[config.mk]
export PLATFORM = sky130hd
export DESIGN_NAME = id_stage
export DESIGN_NICKNAME = d
export VERILOG_FILES = /design/src/rtl/id_stage_pkg.sv /design/src/rtl/id_register_file.sv /design/src/rtl/id_stage.sv
export SDC_FILE = /design/constraint.sdc
export NUM_CORES = 2
export LEC_CHECK = 0
export CAP_MARGIN = 10
export CORE_ASPECT_RATIO = 1.4
export CORE_MARGIN = 4
export CORE_UTILIZATION = 56
export DETAILED_ROUTE_END_ITERATION = 7
export GPL_ROUTABILITY_DRIVEN = 0
export MAX_ROUTING_LAYER = met4
export PLACE_DENSITY = 0.77
export SLEW_MARGIN = 10
export SYNTH_ARGS = -nofsm -noshare
export SYNTH_HDL_FRONTEND = slang
export SYNTH_SLANG_ARGS = --single-unit
[constraint.sdc]
create_clock -name clk -period 33.6 [get_ports clk]
set_input_delay 3.36 -clock clk [delete_from_list [all_inputs] [get_ports clk]]
set_output_delay 3.36 -clock clk [all_outputs]
set_load 0.03 [all_outputs]
[src/rtl/id_stage_pkg.sv]
// Shared MIPS decode definitions: opcodes, ALUOp codes and
// control-field bit positions reused by the later pipeline stages.
package id_stage_pkg;

  localparam logic [5:0] OP_RTYPE = 6'h00;
  localparam logic [5:0] OP_LW    = 6'h23;
  localparam logic [5:0] OP_SW    = 6'h2B;
  localparam logic [5:0] OP_BEQ   = 6'h04;
  localparam logic [5:0] OP_ADDI  = 6'h08;

  localparam logic [1:0] ALUOP_ADD   = 2'b00;
  localparam logic [1:0] ALUOP_SUB   = 2'b01;
  localparam logic [1:0] ALUOP_FUNCT = 2'b10;

  localparam int WB_REGWRITE = 1;
  localparam int WB_MEMTOREG = 0;
  localparam int M_BRANCH    = 2;
  localparam int M_MEMREAD   = 1;
  localparam int M_MEMWRITE  = 0;
  localparam int EX_ALUOP_HI = 3;
  localparam int EX_ALUOP_LO = 2;
  localparam int EX_REGDST   = 1;
  localparam int EX_ALUSRC   = 0;

  typedef struct packed {
    logic [1:0] wb;
    logic [2:0] m;
    logic [3:0] ex;
  } ctrl_t;

  function automatic ctrl_t decode_ctrl(input logic [5:0] op);
    ctrl_t c;
    c = '0;
    unique case (1'b1)
      (op == OP_RTYPE): c = '{2'b10, 3'b000, {ALUOP_FUNCT, 2'b10}};
      (op == OP_LW):    c = '{2'b11, 3'b010, {ALUOP_ADD, 2'b01}};
      (op == OP_SW):    c = '{2'b00, 3'b001, {ALUOP_ADD, 2'b01}};
      (op == OP_BEQ):   c = '{2'b00, 3'b100, {ALUOP_SUB, 2'b00}};
      (op == OP_ADDI):  c = '{2'b10, 3'b000, {ALUOP_ADD, 2'b01}};
      default:          c = '0;
    endcase
    return c;
  endfunction

endpackage

[src/rtl/id_register_file.sv]
// 32x32 register file, two combinational read ports, one write port,
// with same-cycle write-back bypass and r0 hard-wired to zero.
module id_register_file #(
  parameter int NUM_REGS = 32
) (
  input  logic        clk,
  input  logic        reset,
  input  logic [4:0]  i_raddr1,
  input  logic [4:0]  i_raddr2,
  output logic [31:0] o_rdata1,
  output logic [31:0] o_rdata2,
  input  logic        i_we,
  input  logic [4:0]  i_waddr,
  input  logic [31:0] i_wdata
);

  logic [31:0] r_regs [NUM_REGS];
  logic        w_wen;

  assign w_wen = i_we & (i_waddr != 5'd0);

  always_ff @(posedge clk or posedge reset) begin
    if (reset) begin
      for (int i = 0; i < NUM_REGS; i++)
        r_regs[i] <= '0;
    end else if (w_wen) begin
      r_regs[i_waddr] <= i_wdata;
    end
  end

  // Bypass lets ID see the value being written back this cycle.
  always_comb begin
    o_rdata1 = r_regs[i_raddr1];
    if (i_raddr1 == 5'd0)
      o_rdata1 = '0;
    else if (w_wen && i_waddr == i_raddr1)
      o_rdata1 = i_wdata;
  end

  always_comb begin
    o_rdata2 = r_regs[i_raddr2];
    if (i_raddr2 == 5'd0)
      o_rdata2 = '0;
    else if (w_wen && i_waddr == i_raddr2)
      o_rdata2 = i_wdata;
  end

endmodule

[src/rtl/id_stage.sv]
// MIPS instruction-decode stage: register file, control decode,
// sign extension, load-use stall and the ID/EX pipeline register.
module id_stage
  import id_stage_pkg::*;
#(
  parameter int          NUM_REGS  = 32,
  parameter logic [31:0] RESET_PC4 = 32'd0
) (
  input  logic        clk,
  input  logic        reset,
  input  logic [63:0] if_id,
  input  logic        flush,
  input  logic        wb_reg_write,
  input  logic [4:0]  wb_write_reg,
  input  logic [31:0] wb_write_data,
  output logic        stall,
  output logic [1:0]  id_ex_wb,
  output logic [2:0]  id_ex_m,
  output logic [3:0]  id_ex_ex,
  output logic [31:0] id_ex_pc4,
  output logic [31:0] id_ex_rd1,
  output logic [31:0] id_ex_rd2,
  output logic [31:0] id_ex_imm,
  output logic [4:0]  id_ex_rs,
  output logic [4:0]  id_ex_rt,
  output logic [4:0]  id_ex_rd
);

  logic [31:0] w_pc4;
  logic [31:0] w_instr;
  logic [5:0]  w_op;
  logic [4:0]  w_rs;
  logic [4:0]  w_rt;
  logic [4:0]  w_rd;
  logic [15:0] w_imm16;
  logic [31:0] w_imm;
  logic [31:0] w_rd1;
  logic [31:0] w_rd2;
  ctrl_t       w_ctrl;
  logic        w_bubble;

  assign w_pc4   = if_id[63:32];
  assign w_instr = if_id[31:0];
  assign w_op    = w_instr[31:26];
  assign w_rs    = w_instr[25:21];
  assign w_rt    = w_instr[20:16];
  assign w_rd    = w_instr[15:11];
  assign w_imm16 = w_instr[15:0];
  assign w_imm   = {{16{w_imm16[15]}}, w_imm16};
  assign w_ctrl  = decode_ctrl(w_op);

  id_register_file #(
    .NUM_REGS (NUM_REGS)
  ) u_rf (
    .clk      (clk),
    .reset    (reset),
    .i_raddr1 (w_rs),
    .i_raddr2 (w_rt),
    .o_rdata1 (w_rd1),
    .o_rdata2 (w_rd2),
    .i_we     (wb_reg_write),
    .i_waddr  (wb_write_reg),
    .i_wdata  (wb_write_data)
  );

  // rt is compared for every opcode; an occasional extra stall is fine.
  assign stall = id_ex_m[M_MEMREAD] & (id_ex_rt != 5'd0) &
                 ((id_ex_rt == w_rs) | (id_ex_rt == w_rt));

  assign w_bubble = flush | stall;

  always_ff @(posedge clk or posedge reset) begin
    if (reset) begin
      id_ex_wb  <= '0;
      id_ex_m   <= '0;
      id_ex_ex  <= '0;
      id_ex_pc4 <= RESET_PC4;
      id_ex_rd1 <= '0;
      id_ex_rd2 <= '0;
      id_ex_imm <= '0;
      id_ex_rs  <= '0;
      id_ex_rt  <= '0;
      id_ex_rd  <= '0;
    end else begin
      if (w_bubble) begin
        id_ex_wb <= '0;
        id_ex_m  <= '0;
        id_ex_ex <= '0;
      end else begin
        id_ex_wb <= w_ctrl.wb;
        id_ex_m  <= w_ctrl.m;
        id_ex_ex <= w_ctrl.ex;
      end
      id_ex_pc4 <= w_pc4;
      id_ex_rd1 <= w_rd1;
      id_ex_rd2 <= w_rd2;
      id_ex_imm <= w_imm;
      id_ex_rs  <= w_rs;
      id_ex_rt  <= w_rt;
      id_ex_rd  <= w_rd;
    end
  end

endmodule

==> out/results.env <==
PLACE_HPWL_MM=112
FINAL_UTIL_PCT=63.1
HOLDWS_NS=0.400
DRT-PASS1-ITER-COUNT=8
CORE_REGION_AREA_SQ_UM=105000
NUM-FILL-CELLS=7782
DRV_CAP=0
GRT_OVERFLOW_TOTAL=0
DRT-VIAS-PER-INSTANCE=7.19
CELLPOWERDENSITY_nW_PER_UM2=60.3
FLOORPLAN.INITIALDENSITY_PCT=56.4
CLK_TRANSITION_REPORTED_PATHS_NS=0.06
DIE_WIDTH_MICRONS=283
CLOCK.FMAX_GHz=0.115
TIMING.RR.START='u_rf.r_regs[583]$_DFFE_PP0P_'
HTREEDEPTH=3
DRIVE_GT1_SHARE_PCT=39.8
POST-ROUTE-WORST-SETUP-SLACK_NS=24.92
WORST_PIN_SLEW_NS=1.30
NETLIST_TOP_CELLS_AREA='sky130_fd_sc_hd__dfrtp_1 (48%), sky130_fd_sc_hd__mux2_2 (19%), sky130_fd_sc_hd__mux4_2 (13%)'
WORST-PATH-MAX-FANOUT=60
MOST_COMMON_CELL_AFTER_LAYOUT_FILL_AND_TAPS_ASIDE='sky130_fd_sc_hd__dfrtp_1'
CRIT_REQUIRED_NS=30.24
LAYOUT_MIN_CYCLE_TIME_NS=8.68
TIMING.CRITICAL_PATH.FROM_TYPE='primary input'
MOSTFREQUENTLAYOUTCELLS='sky130_fd_sc_hd__dfrtp_1 (1152), sky130_fd_sc_hd__mux2_2 (990), sky130_fd_sc_hd__mux2i_1 (369)'
REPORT.FINAL.HOLD_VIOL_COUNT=0
SYN-NUM-NETS=4320
AVGROUTEDWIREPERCELL_MICRONS=34.1
SYNTH-EDFF-COUNT=0
SYN-CELL-AREA_SQ_UM=59500
SYNTH_LARGEST_TYPE_AREA_FRACTION_PCT=48.5
R2R_SETUP_SLACK_NS=31.27
FIRST_GLOBAL_VIAS=41900
SYNTH.LARGEST_AREA_CELL='sky130_fd_sc_hd__dfrtp_1'
GRT_MAX_DEGREE=159
VDD.IR_DROP.WORST_mV=0.0509
GLOBALROUTETOTALUTIL_PCT=35.5
TIMING.CRITICAL_PATH.ARRIVAL_NS=5.32
POSTCTSRESIZEDCELLS=0
CLOCK_SINKS=1152
WORSTHOLDPATHCELLS=0
SYNTH_SEQ_AREA_SHARE_PCT=48.5
GRT_ANTENNA_BEFORE_REPAIR=16
PLACED_AREA_SQ_UM=62400
CRIT_PATH_KIND='in -> out'
STDCELL_AREA_SQ_UM=66500
POWER.STATIC_LEAKAGE_nW=29.2
CTSHOLDBUFFERS=0
SYNTH-SEQ-CELLS=1152
SETUP_TNS_NS=0
PLACE.PORT_BUFFERS=257
HOLD_PATH_CLASS='reg -> reg'
FLOORPLAN.ROWS=141
POSTSYNTH.ASYNCRESETSHARE_PCT=100
SYNTHCELLS=4215
POSTSYNTH.TOPFLOPCELL='sky130_fd_sc_hd__dfrtp_1'
HOLDPATHEND='u_rf.r_regs[1017]$_DFFE_PP0P_'
CP_TOP_FAMILY='buffers and inverters'
REMAINING_DRC_ERRORS=0
SLEW_VIOL_FINAL=0
R2R-END='id_ex_rd1[7]$_DFF_PP0_'
CELL_BY_CELL_TRACE_OF_THE_CRITICAL_PATH='clkbuf_8, xor2_1, nor3_1, a22oi_1, nor2_1, clkdlybuf4s50_1'
CP_BUFS_INVS=2
FINALSETUPVIOLATIONS=0
VIAS=41000
FIN_SKEW_NS=0.0283
SYNTH_CELL_TYPE_COUNT=65
MAX-CLOCK-PATH-BUFFERS=3
NUM_IO_PINS=258
HOLD_PATH_STARTPOINT='u_rf.r_regs[1017]$_DFFE_PP0P_'
DRT-INITIAL-DRC-COUNT=5250
CHIPHEIGHT_MICRONS=394
ENDPOINT_KIND='primary output'
CTS_TREE='yes'
FLOW.AREA_GROWTH_FROM_SYNTHESIS_PCT=11.9
SYNTH.YOSYS.WARNINGS=0
REG2REGPATHDEPTH=4
PRE_CTS_SLACK_NS=24.92
RUN_STATUS='complete, no violations'
CRIT_SLOWEST_CELL='sky130_fd_sc_hd__clkdlybuf4s50_1'
DRTANTENNAVIOLNETS=0
RELSLEWSLACK_PCT=13.2
GRT_SETUP_UNREPAIRED='false'
NUMBER_OF_NETS_IN_THE_LAYOUT=4328
CTS_MADE_BUFFERS=111
SYN_AREA_PER_CELL_SQ_UM=14.1
PERIOD_SHARE_PCT=25.8
DIE_AREA_SQ_UM=112000
FIRST_PASS_GRT_WIRE_LENGTH_MM=285
WORST_PATH_LARGEST_CELL_DELAY_NS=0.68
ROUTED_WIRELENGTH_MM=194
POST-CTS-SETUP-BUFFER-COUNT=0
ROOT_BUFFER_MASTER='sky130_fd_sc_hd__clkbuf_16'
CLKLATENCYLATEPIN_NS=0.74
[worst max path at each step]
| stage | start | cells after the start | endpoint | slack, ns |
|---|---|---|---|---|
| after floorplan | reset | 1 | id_ex_ex[0]$_DFF_PP0_ | 14.34 |
| after CTS | if_id[22] | 6 | stall | 24.90 |
| after global routing | if_id[22] | 6 | stall | 24.84 |
| final | if_id[22] | 6 | stall | 24.92 |
| after global placement | if_id[22] | 6 | stall | 24.84 |
| after detailed placement | if_id[22] | 6 | stall | 24.92 |
[final cells by class]
cell class,count,area (sq um),share of cell area (%)
flip-flops and latches,1152,28800,43.3
multi-input cells,2587,28400,42.7
repair buffers,364,3480,5.23
clock buffers,150,3200,4.80
well taps,1358,1700,2.55
clock inverters,59,853,1.28
diodes,18,45.0,0.0677
inverters,7,30.0,0.0451
[where the power goes]
group          switching (mW)  internal [mW]
clock network           0.575          0.816
logic                   0.353          0.438
registers               0.192           1.64
total                    1.12           2.89
[synth_stat cells (16+ instances only)]
library cell,count
sky130_fd_sc_hd__nor3_1,49
sky130_fd_sc_hd__buf_1,71
sky130_fd_sc_hd__mux2i_1,369
sky130_fd_sc_hd__nor3b_1,17
sky130_fd_sc_hd__mux2_2,990
sky130_fd_sc_hd__clkbuf_1,190
sky130_fd_sc_hd__a21oi_1,93
sky130_fd_sc_hd__a211oi_1,21
sky130_fd_sc_hd__mux4_2,353
sky130_fd_sc_hd__dfrtp_1,1152
sky130_fd_sc_hd__o31ai_1,16
sky130_fd_sc_hd__buf_2,103
sky130_fd_sc_hd__nor2b_1,24
sky130_fd_sc_hd__buf_6,32
sky130_fd_sc_hd__buf_4,68
sky130_fd_sc_hd__o21ai_0,76
sky130_fd_sc_hd__xor2_1,16
sky130_fd_sc_hd__nand3_1,41
sky130_fd_sc_hd__o22ai_1,22
sky130_fd_sc_hd__a221oi_1,77
sky130_fd_sc_hd__nor2_1,91
sky130_fd_sc_hd__a22oi_1,74
sky130_fd_sc_hd__nand2_1,89
[sequential cells by signal (all words and copies together), names as in the netlist]
register     cells
id_ex_imm       12
id_ex_rd1       32
id_ex_rd2       32
id_ex_m          2
id_ex_rs         5
id_ex_rd         4
id_ex_ex         3
u_rf.r_regs   1024
id_ex_wb         1
id_ex_pc4       32
id_ex_rt         5
[stage by stage]
stage / instances / power (mW)
2_1_floorplan: 4215 / 2.39
3_3_place_gp: 5468 / 2.59
4_1_cts: 5677 / 4.00
6_report: 5695 / 4.01
3_5_place_dp: 5468 / 2.62
5_1_grt: 5689 / 4.15
[kinds of logic after synthesis]
group                     Yosys count  share of synthesized area [%]
and+or+nand+nor                   385                           3.27
buffers and inverters             476                           4.14
xor gates and xnor gates           20                          0.295
DFF                              1152                           48.5
AOI/OAI and AO/OA                 466                           5.42
muxes                            1716                           38.4
[layer usage]
layer	track usage (%)	wire length (microns)	vias to the layer above
li1	-	-	16000
met1	44.6	71200	21600
met2	54.1	90400	2648
met3	8.24	20400	700
met4	18.8	12200	0
met5	-	0	-
(Power assumes the default switching activity.)
